## src/rtl/dk_pkg.sv

```systemverilog
// Shared types and screen/motion constants for the Donkey Kong sprite controller.
package dk_pkg;

  localparam int H_ACTIVE = 640;
  localparam int V_ACTIVE = 480;
  localparam int DK_W     = 64;
  localparam int DK_H     = 32;

  localparam int X_MIN_DEF        = 16;
  localparam int X_MAX_DEF        = 560;
  localparam int Y_POS_DEF        = 48;
  localparam int STEP_DEF         = 2;
  localparam int ANIM_FRAMES_DEF  = 8;
  localparam int STAND_FRAMES_DEF = 60;
  localparam int THROW_FRAMES_DEF = 30;
  localparam int VBLANK_LINE_DEF  = 480;

  typedef enum logic [1:0] {
    WALK,
    STAND,
    THROW
  } dk_state_t;

endpackage

```

## src/rtl/frame_tick_gen.sv

```systemverilog
// One-cycle frame tick, registered one clock after the vblank-start pixel is seen.
module frame_tick_gen #(
  parameter int VBLANK_LINE = 480
) (
  input  logic       clk,
  input  logic       rst,
  input  logic [9:0] hcount_i,
  input  logic [9:0] vcount_i,
  output logic       tick_o
);

  localparam logic [9:0] VBLANK_W = 10'(VBLANK_LINE);

  logic tick_q;

  always_ff @(posedge clk or posedge rst) begin
    if (rst) tick_q <= 1'b0;
    else     tick_q <= (hcount_i == 10'd0) && (vcount_i == VBLANK_W);
  end

  assign tick_o = tick_q;

endmodule

```

## src/rtl/dk_motion_ctrl.sv

```systemverilog
// Donkey Kong pacing controller: walk between bounds, stand, throw a barrel, walk back.
module dk_motion_ctrl
  import dk_pkg::*;
#(
  parameter int X_MIN        = X_MIN_DEF,
  parameter int X_MAX        = X_MAX_DEF,
  parameter int Y_POS        = Y_POS_DEF,
  parameter int STEP         = STEP_DEF,
  parameter int ANIM_FRAMES  = ANIM_FRAMES_DEF,
  parameter int STAND_FRAMES = STAND_FRAMES_DEF,
  parameter int THROW_FRAMES = THROW_FRAMES_DEF,
  parameter int VBLANK_LINE  = VBLANK_LINE_DEF
) (
  input  logic       clk,
  input  logic       rst,
  input  logic       enable,
  input  logic [9:0] hcount,
  input  logic [9:0] vcount,
  input  logic       throw_ack,
  output logic [9:0] curr_h,
  output logic [9:0] curr_v,
  output logic       sprite_selec,
  output logic       throw_req,
  output logic       dir_right
);

  localparam logic [10:0] X_MIN_W  = 11'(X_MIN);
  localparam logic [10:0] X_MAX_W  = 11'(X_MAX);
  localparam logic [10:0] STEP_W   = 11'(STEP);
  localparam logic [7:0]  ANIM_END  = 8'(ANIM_FRAMES - 1);
  localparam logic [7:0]  STAND_END = 8'(STAND_FRAMES - 1);
  localparam logic [7:0]  THROW_END = 8'(THROW_FRAMES - 1);

  dk_state_t  state_q;
  logic [9:0] h_q;
  logic       sel_q, req_q, dir_q, ack_seen_q;
  logic [7:0] anim_cnt_q, stand_cnt_q, throw_cnt_q;
  logic       tick;

  logic [10:0] h_ext;
  logic [9:0]  walk_h_d;
  logic        walk_hit_d;

  frame_tick_gen #(
    .VBLANK_LINE(VBLANK_LINE)
  ) u_tick (
    .clk      (clk),
    .rst      (rst),
    .hcount_i (hcount),
    .vcount_i (vcount),
    .tick_o   (tick)
  );

  // Bound test is widened so a step left of a small X can never wrap.
  always_comb begin
    // NOTE: every comb output gets a default first so no path can infer a latch.
    h_ext      = {1'b0, h_q};
    walk_h_d   = h_q;
    walk_hit_d = 1'b0;
    if (dir_q) begin
      if (h_ext + STEP_W >= X_MAX_W) begin
        walk_hit_d = 1'b1;
        walk_h_d   = X_MAX_W[9:0];
      end else begin
        walk_h_d = 10'(h_ext + STEP_W);
      end
    end else begin
      if (h_ext <= X_MIN_W + STEP_W) begin
        walk_hit_d = 1'b1;
        walk_h_d   = X_MIN_W[9:0];
      end else begin
        walk_h_d = 10'(h_ext - STEP_W);
      end
    end
  end

  always_ff @(posedge clk or posedge rst) begin
    if (rst) begin
      state_q     <= WALK;
      h_q         <= X_MIN_W[9:0];
      sel_q       <= 1'b0;
      req_q       <= 1'b0;
      dir_q       <= 1'b1;
      ack_seen_q  <= 1'b0;
      anim_cnt_q  <= '0;
      stand_cnt_q <= '0;
      throw_cnt_q <= '0;
    end else if (enable) begin
      // NOTE: non-blocking throughout, so an ack and a tick in the same cycle both see pre-edge state.
      if (req_q && throw_ack) begin
        req_q      <= 1'b0;
        ack_seen_q <= 1'b1;
      end
      if (tick) begin
        unique case (state_q)
          WALK: begin
            h_q <= walk_h_d;
            if (walk_hit_d) begin
              state_q     <= STAND;
              stand_cnt_q <= '0;
              sel_q       <= 1'b0;
            end else if (anim_cnt_q == ANIM_END) begin
              anim_cnt_q <= '0;
              sel_q      <= ~sel_q;
            end else begin
              anim_cnt_q <= anim_cnt_q + 8'd1;
            end
          end
          STAND: begin
            if (stand_cnt_q == STAND_END) begin
              state_q     <= THROW;
              req_q       <= 1'b1;
              sel_q       <= 1'b1;
              throw_cnt_q <= '0;
              ack_seen_q  <= 1'b0;
            end else begin
              stand_cnt_q <= stand_cnt_q + 8'd1;
            end
          end
          THROW: begin
            if (ack_seen_q) begin
              if (throw_cnt_q == THROW_END) begin
                state_q    <= WALK;
                dir_q      <= ~dir_q;
                anim_cnt_q <= '0;
                ack_seen_q <= 1'b0;
              end else begin
                throw_cnt_q <= throw_cnt_q + 8'd1;
              end
            end
          end
          default: state_q <= WALK;
        endcase
      end
    end
  end

  assign curr_h       = h_q;
  assign curr_v       = 10'(Y_POS);
  assign sprite_selec = sel_q;
  assign throw_req    = req_q;
  assign dir_right    = dir_q;

endmodule

```

## config.mk

```make
export PLATFORM = sky130hd
export DESIGN_NAME = dk_motion_ctrl
export DESIGN_NICKNAME = d
export VERILOG_FILES = /design/src/rtl/dk_pkg.sv /design/src/rtl/frame_tick_gen.sv /design/src/rtl/dk_motion_ctrl.sv
export SDC_FILE = /design/constraint.sdc
export NUM_CORES = 1
export LEC_CHECK = 0
export CAP_MARGIN = 25
export CELL_PAD_IN_SITES_DETAIL_PLACEMENT = 1
export CELL_PAD_IN_SITES_GLOBAL_PLACEMENT = 1
export CORE_MARGIN = 2
export CORE_UTILIZATION = 32
export DETAILED_ROUTE_END_ITERATION = 8
export PLACE_DENSITY = 0.67
export SLEW_MARGIN = 20
export SYNTH_ARGS = -nofsm -noshare
export SYNTH_HDL_FRONTEND = slang
export SYNTH_HIERARCHICAL = 1
export SYNTH_SLANG_ARGS = --single-unit
export TNS_END_PERCENT = 50
```

## constraint.sdc

```tcl
create_clock -name clk -period 4.1 [get_ports clk]
set_input_delay 0.82 -clock clk [delete_from_list [all_inputs] [get_ports clk]]
set_output_delay 0.82 -clock clk [all_outputs]
set_load 0.005 [all_outputs]
```

## Word level (Yosys, flattened, before mapping)

Cells that the tools add are included.

- Register bits after elaboration: 41
- Output and inout bits: 23

- Add/subtract/negate cells: 5
- Magnitude comparators: 2
- Eq/ne operators: 14
- Multiplexer cells: 37
- Bitwise gates (word level): 2
- Reductions and logical operators: 14

Operators with widths:

| kind | number |
|---|---|
| 2-to-1 mux 8 bit | 9 |
| case mux 8 bit (2 select lines) | 3 |
| 2-to-1 mux 10 bit | 3 |
| adder 8 x 1 -> 8 bit (second input constant) | 3 |
| AND reduction 6 bit | 3 |
| 2-to-1 mux 1 bit | 15 |
| AND reduction 5 bit | 3 |
| != test 2 bit (second input constant) | 7 |
| adder 10 x 2 -> 11 bit (second input constant) | 1 |
| greater-or-equal comparator 11 x 10 -> 1 bit (second input constant) | 1 |
| equality test 10 x 9 -> 1 bit (second input constant) | 1 |
| <= comparator 10 x 5 -> 1 bit (second input constant) | 1 |
| zero test 10 bit | 1 |
| subtractor 10 x 2 -> 10 bit (second input constant) | 1 |
| equality test 8 x 3 -> 1 bit (second input constant) | 1 |
| equality test 8 x 5 -> 1 bit (second input constant) | 1 |
| equality test 8 x 6 -> 1 bit (second input constant) | 1 |
| 2-to-1 mux 2 bit | 4 |
| case mux 2 bit (3 select lines) | 1 |
| nonzero test 2 bit | 3 |
| case mux 1 bit (2 select lines) | 2 |
| != test 3 bit (second input constant) | 1 |
| AND reduction 3 bit | 1 |
| equality test 2 x 1 -> 1 bit (second input constant) | 1 |
| 4 further kinds | 6 |

## Logic depth before layout (Yosys ltp)

- Word-level depth: 6
- Depth in mapped cells: 11
- Gate-level depth less buffers: 9

## Hierarchy

Netlist, hierarchy kept.

Modules (own cells, without submodules):

| module | times used | cells an instance | area an instance (µm²) | sequential area each (µm²) |
|---|---|---|---|---|
| dk_motion_ctrl | 1 | 320 | 2695.1 | 978.4 |
| frame_tick_gen | 1 | 10 | 82.6 | 25.0 |

## Worst setup path after synthesis

Ideal clock, no wire load.

- Path type: reg-to-reg
- Start point: register h_q[1] (netlist: curr_h[1])
- End point: register anim_cnt_q[4]
- Setup time: 0.095 ns
- Data arrival time: 2.071 ns
- Path slack: 1.933 ns
- Cell stages (with the launch flop): 9
- Buffers on the path: 0
- Clock period less this slack: 2.167 ns
- Cells stage by stage: dfrtp_1 > ha_1 > and4_1 > nand4_1 > mux2i_2 > o2bb2ai_4 > o31ai_2 > or2_4 > o31ai_1

- Longest elaborated chain between the ends: 6
- Elaborated cells between the ends (all ways): 8

RTL lines:

| item | line | source |
|---|---|---|
| from (decl) | dk_motion_ctrl.sv:35 | `logic [9:0] h_q;` |
| from (signal assigned) | dk_motion_ctrl.sv:80 | `h_q <= X_MIN_W[9:0];` |
| from (signal assigned) | dk_motion_ctrl.sv:97 | `h_q <= walk_h_d;` |
| adder 10 x 2 -> 11 bit | - |  |
| greater-or-equal comparator 11 x 10 -> 1 bit | dk_motion_ctrl.sv:61 | `if (h_ext + STEP_W >= X_MAX_W) begin` |
| 2-to-1 mux 1 bit | dk_motion_ctrl.sv:61 |  |
| 2-to-1 mux 1 bit (*) | dk_motion_ctrl.sv:60 | `if (dir_q) begin` |
| != test 2 bit (no source line) (*) | - |  |
| AND reduction 6 bit (no source line) (*) | - |  |
| to (signal assigned) | dk_motion_ctrl.sv:106 | `anim_cnt_q <= anim_cnt_q + 8'd1;` |
| to (decl) | dk_motion_ctrl.sv:37 | `logic [7:0] anim_cnt_q, stand_cnt_q, throw_cnt_q;` |

Mark *: on every way between the ends. The rest lies on a longest branch, timed or not.
A chain may end at the register's enable or synchronous reset.

## Worst setup path after layout

- Start point: register h_q[1] (netlist: curr_h[1])
- End point: register anim_cnt_q[7]

The elaborated chain is that of the path after synthesis.

==> report_table.html <==
<table>
<tr><th>Metric</th><th>Value</th></tr>
<tr><th colspan="2">Status</th></tr>
<tr><td>Result of the run</td><td>complete, no violations</td></tr>
<tr><th colspan="2">Timing</th></tr>
<tr><td>Final-layout setup total negative slack</td><td>0 ns</td></tr>
<tr><td>Slew at the pin closest to its max-slew limit</td><td>roughly 0.85 ns</td></tr>
<tr><td>Hold Vio Cnt, Final</td><td>0</td></tr>
<tr><td>Number of setup violations in the final report</td><td>0</td></tr>
<tr><td>Final count of pins violating max slew</td><td>0</td></tr>
<tr><td>Slew margin rel.</td><td>0.4289</td></tr>
<tr><td>Unrepaired setup endpoints after global routing</td><td>false</td></tr>
<tr><td>Final min period</td><td>approximately 3 ns</td></tr>
<tr><td>Final cycle utilization of the critical path</td><td>0.7199</td></tr>
<tr><td>Fmax</td><td>~0.34 GHz</td></tr>
<tr><td>Final worst hold slack</td><td>roughly 0.49 ns</td></tr>
<tr><td>Maximum clock skew at final layout</td><td>between 0.005 and 0.006 ns</td></tr>
<tr><th colspan="2">Placed design</th></tr>
<tr><td>Detail Placement HPWL</td><td>approximately 5.3 mm</td></tr>
<tr><td>GP Congestion</td><td>just over 0.8</td></tr>
<tr><td>Number of buffers added on ports</td><td>35</td></tr>
<tr><th colspan="2">Floorplanning</th></tr>
<tr><td>Number of rows created at floorplan</td><td>33</td></tr>
<tr><td>Starting density of the core</td><td>0.3347</td></tr>
<tr><td>Height of the die</td><td>97.17 µm</td></tr>
<tr><td>Die area</td><td>~0.0094 mm²</td></tr>
<tr><td>Core area</td><td>between 0.008 and 0.009 mm²</td></tr>
<tr><td>Number of I/O pins</td><td>between 40 and 50</td></tr>
<tr><td>Horizontal die dimension</td><td>around 97 µm</td></tr>
<tr><th colspan="2">Synth</th></tr>
<tr><td>Post-synth top area share</td><td>0.3423</td></tr>
<tr><td>Synthesized area divided by synthesized cell count</td><td>approximately 8.4 µm²</td></tr>
<tr><td>Fraction of synthesized area in multiplexers</td><td>0.01577</td></tr>
<tr><td>Leading cell types by total area after synthesis</td><td>sky130_fd_sc_hd__dfrtp_1 34%, sky130_fd_sc_hd__o21ai_0 5.2%, sky130_fd_sc_hd__nand2_1 4.7%</td></tr>
<tr><td>Number of enable-type register cells in the synthesized netlist</td><td>0</td></tr>
<tr><td>Sequential area share after synthesis</td><td>0.3613</td></tr>
<tr><td>Compound-Gate Fraction of Synth Area</td><td>0.2432</td></tr>
<tr><td>Number of instances in the synthesized netlist</td><td>330</td></tr>
<tr><td>Post-synthesis share of cell area spent on and, or, nand and nor gates</td><td>0.2405</td></tr>
<tr><td>Dominant combinational cell family by area after synthesis</td><td>compound AO/OA/AOI/OAI gates</td></tr>
<tr><td>Mapped cell area</td><td>0.002778 mm²</td></tr>
<tr><td>Leading register cell type out of synthesis</td><td>sky130_fd_sc_hd__dfrtp_1</td></tr>
<tr><td>FF+latch count, synth</td><td>40</td></tr>
<tr><td>Xor/xnor share of the synthesized area</td><td>0.006306</td></tr>
<tr><td>Number of distinct library cells after synthesis</td><td>between 60 and 70</td></tr>
<tr><td>Adder-cell share of the synthesized area</td><td>0.04505</td></tr>
<tr><td>Post-synth top area cell</td><td>sky130_fd_sc_hd__dfrtp_1</td></tr>
<tr><td>Number of warnings printed during yosys synthesis</td><td>6</td></tr>
<tr><td>Asr flop ratio synth</td><td>1.000</td></tr>
<tr><th colspan="2">Global route</th></tr>
<tr><td>Overall routing resource usage</td><td>0.1622</td></tr>
<tr><td>Wire length of the first global-routing pass</td><td>~13 mm</td></tr>
<tr><td>Overflow left after global routing</td><td>0</td></tr>
<tr><td>Antenna violations before repair</td><td>0</td></tr>
<tr><td>Largest net degree at the start of global routing</td><td>40</td></tr>
<tr><td>Number of global-route vias before repair</td><td>between 2000 and 3000</td></tr>
<tr><th colspan="2">Clock network</th></tr>
<tr><td>Sinks on the clock net</td><td>40</td></tr>
<tr><td>Total clock buffers created by CTS</td><td>5</td></tr>
<tr><td>Cts hold-fix bufs</td><td>0</td></tr>
<tr><td>Clock network latency to the later pin of the worst-skew pair</td><td>~0.3 ns</td></tr>
<tr><td>Post-CTS setup repair buffer count</td><td>0</td></tr>
<tr><td>CTS Buffer Depth</td><td>2</td></tr>
<tr><td>CTS-repair resized insts</td><td>0</td></tr>
<tr><td>Clock input transition at the sequential cells of the worst setup and hold paths</td><td>roughly 0.080 ns</td></tr>
<tr><td>Number of levels in the clock H-tree</td><td>2</td></tr>
<tr><td>Clock tree from TritonCTS</td><td>yes</td></tr>
<tr><td>Cell at the root of the clock tree</td><td>sky130_fd_sc_hd__clkbuf_8</td></tr>
<tr><th colspan="2">Routing</th></tr>
<tr><td>Pre-Repair DR Iteration Count</td><td>4</td></tr>
<tr><td>Total routed wirelength</td><td>7.309 mm</td></tr>
<tr><td>Average wire per cell in the routed design</td><td>between 15 and 20 µm</td></tr>
<tr><td>Sum of met2 wire segment lengths after detailed routing</td><td>between 3 and 4 mm</td></tr>
<tr><td>DR top layer</td><td>met4</td></tr>
<tr><td>Vias per Instance</td><td>about 5.6</td></tr>
<tr><td>Total via count in the routed design</td><td>between 2000 and 3000</td></tr>
<tr><td>DRT iter0 DRCs</td><td>80</td></tr>
<tr><td>Metal3 WL</td><td>about 240 µm</td></tr>
<tr><td>Post-detailed-route count of antenna-violating nets</td><td>0</td></tr>
<tr><td>Residual DRC</td><td>0</td></tr>
<tr><td>Metal-1 WL</td><td>between 3 and 4 mm</td></tr>
<tr><th colspan="2">Pwr</th></tr>
<tr><td>Peak supply drop</td><td>about 110 µV</td></tr>
<tr><td>Pwr per Cell Area</td><td>213.0 mW/mm²</td></tr>
<tr><td>Total power</td><td>around 0.69 mW</td></tr>
<tr><td>Leakage Power</td><td>1.290 nW</td></tr>
<tr><th colspan="2">Final layout</th></tr>
<tr><td># diodes</td><td>0</td></tr>
<tr><td>Synth-to-Final Area Change</td><td>15.95%</td></tr>
<tr><td>Core utilization of the finished layout</td><td>0.3881</td></tr>
<tr><td>Final nets</td><td>389</td></tr>
<tr><td>Fill count</td><td>between 900 and 1000</td></tr>
<tr><td>Share of cells above drive strength 1</td><td>0.07887</td></tr>
<tr><th colspan="2">Worst setup path</th></tr>
<tr><td>Max incr delay on CP</td><td>about 0.66 ns</td></tr>
<tr><td>Data arrival at the endpoint of the critical path</td><td>about 3.1 ns</td></tr>
<tr><td>Required time of the critical path</td><td>around 4.3 ns</td></tr>
<tr><td>Critical Path Start Type</td><td>flip-flop</td></tr>
<tr><td>Type of the worst setup path</td><td>flip-flop to flip-flop</td></tr>
<tr><td>Crit path capture type</td><td>flip-flop</td></tr>
<tr><td>CP max FO</td><td>11</td></tr>
<tr><td>Worst path cell trace</td><td>ha_1, and4_1, nand4_1, mux2i_2, o2bb2ai_4, o31ai_2, or2_4, o31ai_1</td></tr>
<tr><td>CP max stage cell</td><td>sky130_fd_sc_hd__o31ai_2</td></tr>
<tr><th colspan="2">Flow run</th></tr>
<tr><td>Number of max-cap violations</td><td>0</td></tr>
<tr><th colspan="2">Worst hold path</th></tr>
<tr><td>Classification of the worst-slack hold path</td><td>flip-flop to flip-flop</td></tr>
</table>
## worst max-delay path, delay by kind of cell (launching register included)
family	cells	cell delay, ns
flip-flops	1	0.55
adder cells (fa/ha/maj)	1	0.36
AND/OR/NAND/NOR	3	0.71
multiplexers	1	0.25
AO/OA/AOI/OAI	3	0.96
## power breakdown
group	switching (mW)	leakage, nW	total, mW	internal [mW]
Sequential	0.0000000242	0.520	0.394	0.394
Combinational	0.0145	0.728	0.0353	0.0207
Clock	0.141	0.0410	0.257	0.116
Total	0.155	1.29	0.686	0.531
## Yosys cell counts, types with 2 or more instances
cell type,number
sky130_fd_sc_hd__a211o_1,2
sky130_fd_sc_hd__a21bo_2,2
sky130_fd_sc_hd__a21oi_1,20
sky130_fd_sc_hd__a22o_1,2
sky130_fd_sc_hd__a31o_2,2
sky130_fd_sc_hd__a31oi_1,12
sky130_fd_sc_hd__a32oi_1,3
sky130_fd_sc_hd__and2_1,3
sky130_fd_sc_hd__and3_1,6
sky130_fd_sc_hd__buf_1,3
sky130_fd_sc_hd__buf_2,6
sky130_fd_sc_hd__buf_4,14
sky130_fd_sc_hd__clkbuf_1,5
sky130_fd_sc_hd__conb_1,2
sky130_fd_sc_hd__dfrtp_1,38
sky130_fd_sc_hd__dfstp_2,2
sky130_fd_sc_hd__ha_1,10
sky130_fd_sc_hd__inv_1,19
sky130_fd_sc_hd__mux2i_1,3
sky130_fd_sc_hd__nand2_1,35
sky130_fd_sc_hd__nand2b_1,3
sky130_fd_sc_hd__nand3_1,19
sky130_fd_sc_hd__nand4_1,7
sky130_fd_sc_hd__nor2_1,16
sky130_fd_sc_hd__nor2b_1,4
sky130_fd_sc_hd__nor3_1,6
sky130_fd_sc_hd__nor4_1,8
sky130_fd_sc_hd__nor4b_1,2
sky130_fd_sc_hd__o211ai_1,2
sky130_fd_sc_hd__o21ai_0,29
sky130_fd_sc_hd__o221ai_1,2
sky130_fd_sc_hd__o22a_1,2
sky130_fd_sc_hd__o22ai_1,2
sky130_fd_sc_hd__o31ai_1,8
sky130_fd_sc_hd__or3_1,3
## metrics by stage
| step | worst slack [ns] | instances | instance area [µm²] |
|---|---|---|---|
| 5_1_grt | 0.8853 | 460 | 3221 |
| 4_1_cts | 1.138 | 460 | 3221 |
| 3_5_place_dp | 1.148 | 453 | 3143 |
| 6_report | 1.148 | 460 | 3221 |
| 2_1_floorplan | 1.933 | 339 | 2811 |
| 3_3_place_gp | 1.305 | 453 | 3143 |
## sequential cells by signal, indices dropped and copies added, names as in the netlist
name	flops
curr_h	9
dir_right	1
u_tick/tick_o	1
state_q	2
anim_cnt_q	8
sprite_selec	1
throw_cnt_q	8
ack_seen_q	1
stand_cnt_q	8
throw_req	1
## layout by cell type (no fill, tap or decap), types with 2 or more instances in the layout
| master | netlist | final |
|---|---|---|
| sky130_fd_sc_hd__dfrtp_1 | 38 | 38 |
| sky130_fd_sc_hd__nand2_1 | 35 | 35 |
| sky130_fd_sc_hd__nor3_1 | 6 | 6 |
| sky130_fd_sc_hd__inv_1 | 19 | 19 |
| sky130_fd_sc_hd__nor4b_1 | 2 | 2 |
| sky130_fd_sc_hd__nor2b_1 | 4 | 4 |
| sky130_fd_sc_hd__clkbuf_8 | 0 | 5 |
| sky130_fd_sc_hd__o31ai_1 | 8 | 8 |
| sky130_fd_sc_hd__or3_1 | 3 | 3 |
| sky130_fd_sc_hd__a31oi_1 | 12 | 12 |
| sky130_fd_sc_hd__o21ai_0 | 29 | 29 |
| sky130_fd_sc_hd__a211o_1 | 2 | 2 |
| sky130_fd_sc_hd__buf_4 | 14 | 2 |
| sky130_fd_sc_hd__nor4_1 | 8 | 8 |
| sky130_fd_sc_hd__conb_1 | 2 | 11 |
| sky130_fd_sc_hd__a32oi_1 | 3 | 3 |
| sky130_fd_sc_hd__o211ai_1 | 2 | 2 |
| sky130_fd_sc_hd__o221ai_1 | 2 | 2 |
| sky130_fd_sc_hd__nand4_1 | 7 | 7 |
| sky130_fd_sc_hd__a31o_2 | 2 | 2 |
| sky130_fd_sc_hd__nand2b_1 | 3 | 3 |
| sky130_fd_sc_hd__a21oi_1 | 20 | 20 |
| sky130_fd_sc_hd__ha_1 | 10 | 10 |
| sky130_fd_sc_hd__a22o_1 | 2 | 2 |
| sky130_fd_sc_hd__dfstp_2 | 2 | 2 |
| sky130_fd_sc_hd__mux2i_1 | 3 | 3 |
| sky130_fd_sc_hd__nand3_1 | 19 | 19 |
| sky130_fd_sc_hd__a21bo_2 | 2 | 2 |
| sky130_fd_sc_hd__nor2_1 | 16 | 16 |
| sky130_fd_sc_hd__clkdlybuf4s50_1 | 0 | 35 |
| sky130_fd_sc_hd__and2_1 | 3 | 3 |
| sky130_fd_sc_hd__o22ai_1 | 2 | 2 |
| sky130_fd_sc_hd__o22a_1 | 2 | 2 |
| sky130_fd_sc_hd__and3_1 | 6 | 6 |
## area by class of cell
| cell class | count | area [µm²] | share of cell area |
|---|---|---|---|
| clock inverters | 1 | 5.005 | 0.001554 |
| multi-input cells | 252 | 1572 | 0.4880 |
| flip-flops and latches | 40 | 1003 | 0.3116 |
| inverters | 19 | 71.32 | 0.02214 |
| clock buffers | 6 | 72.57 | 0.02253 |
| repair buffers | 37 | 365.4 | 0.1134 |
| well taps | 105 | 131.4 | 0.04079 |
## path summary, 6_finish.rpt
path	start	end	slack [ns]	cells after the start
hold / removal	stand_cnt_q[7]	stand_cnt_q[7]	0.49	1
setup reg to reg	curr_h[1]	anim_cnt_q[7]	1.15	8
setup / recovery	curr_h[1]	anim_cnt_q[7]	1.15	8
min in group asynchronous	rst	u_tick/tick_o	0.69	2
max in group asynchronous	rst	dir_right	2.74	3
hold reg to reg	stand_cnt_q[7]	stand_cnt_q[7]	0.49	1
## layer usage
metal  vias to the layer above  GRT usage
met5                         -          0
met4                         0    0.03900
met1                      1278     0.2042
met2                        47     0.2863
met3                         6    0.03094
li1                       1231          -
## cell families (layout without fill, tap and decap cells)
group,count (synthesis),in the layout
muxes,4,4
buffers and inverters,47,63
adders and majority gates,10,10
DFF,40,40
AOI/OAI and AO/OA,100,100
other,2,11
xor gates and xnor gates,2,2
and+or+nand+nor,125,125
No activity file was read; power rests on OpenSTA's default activity.
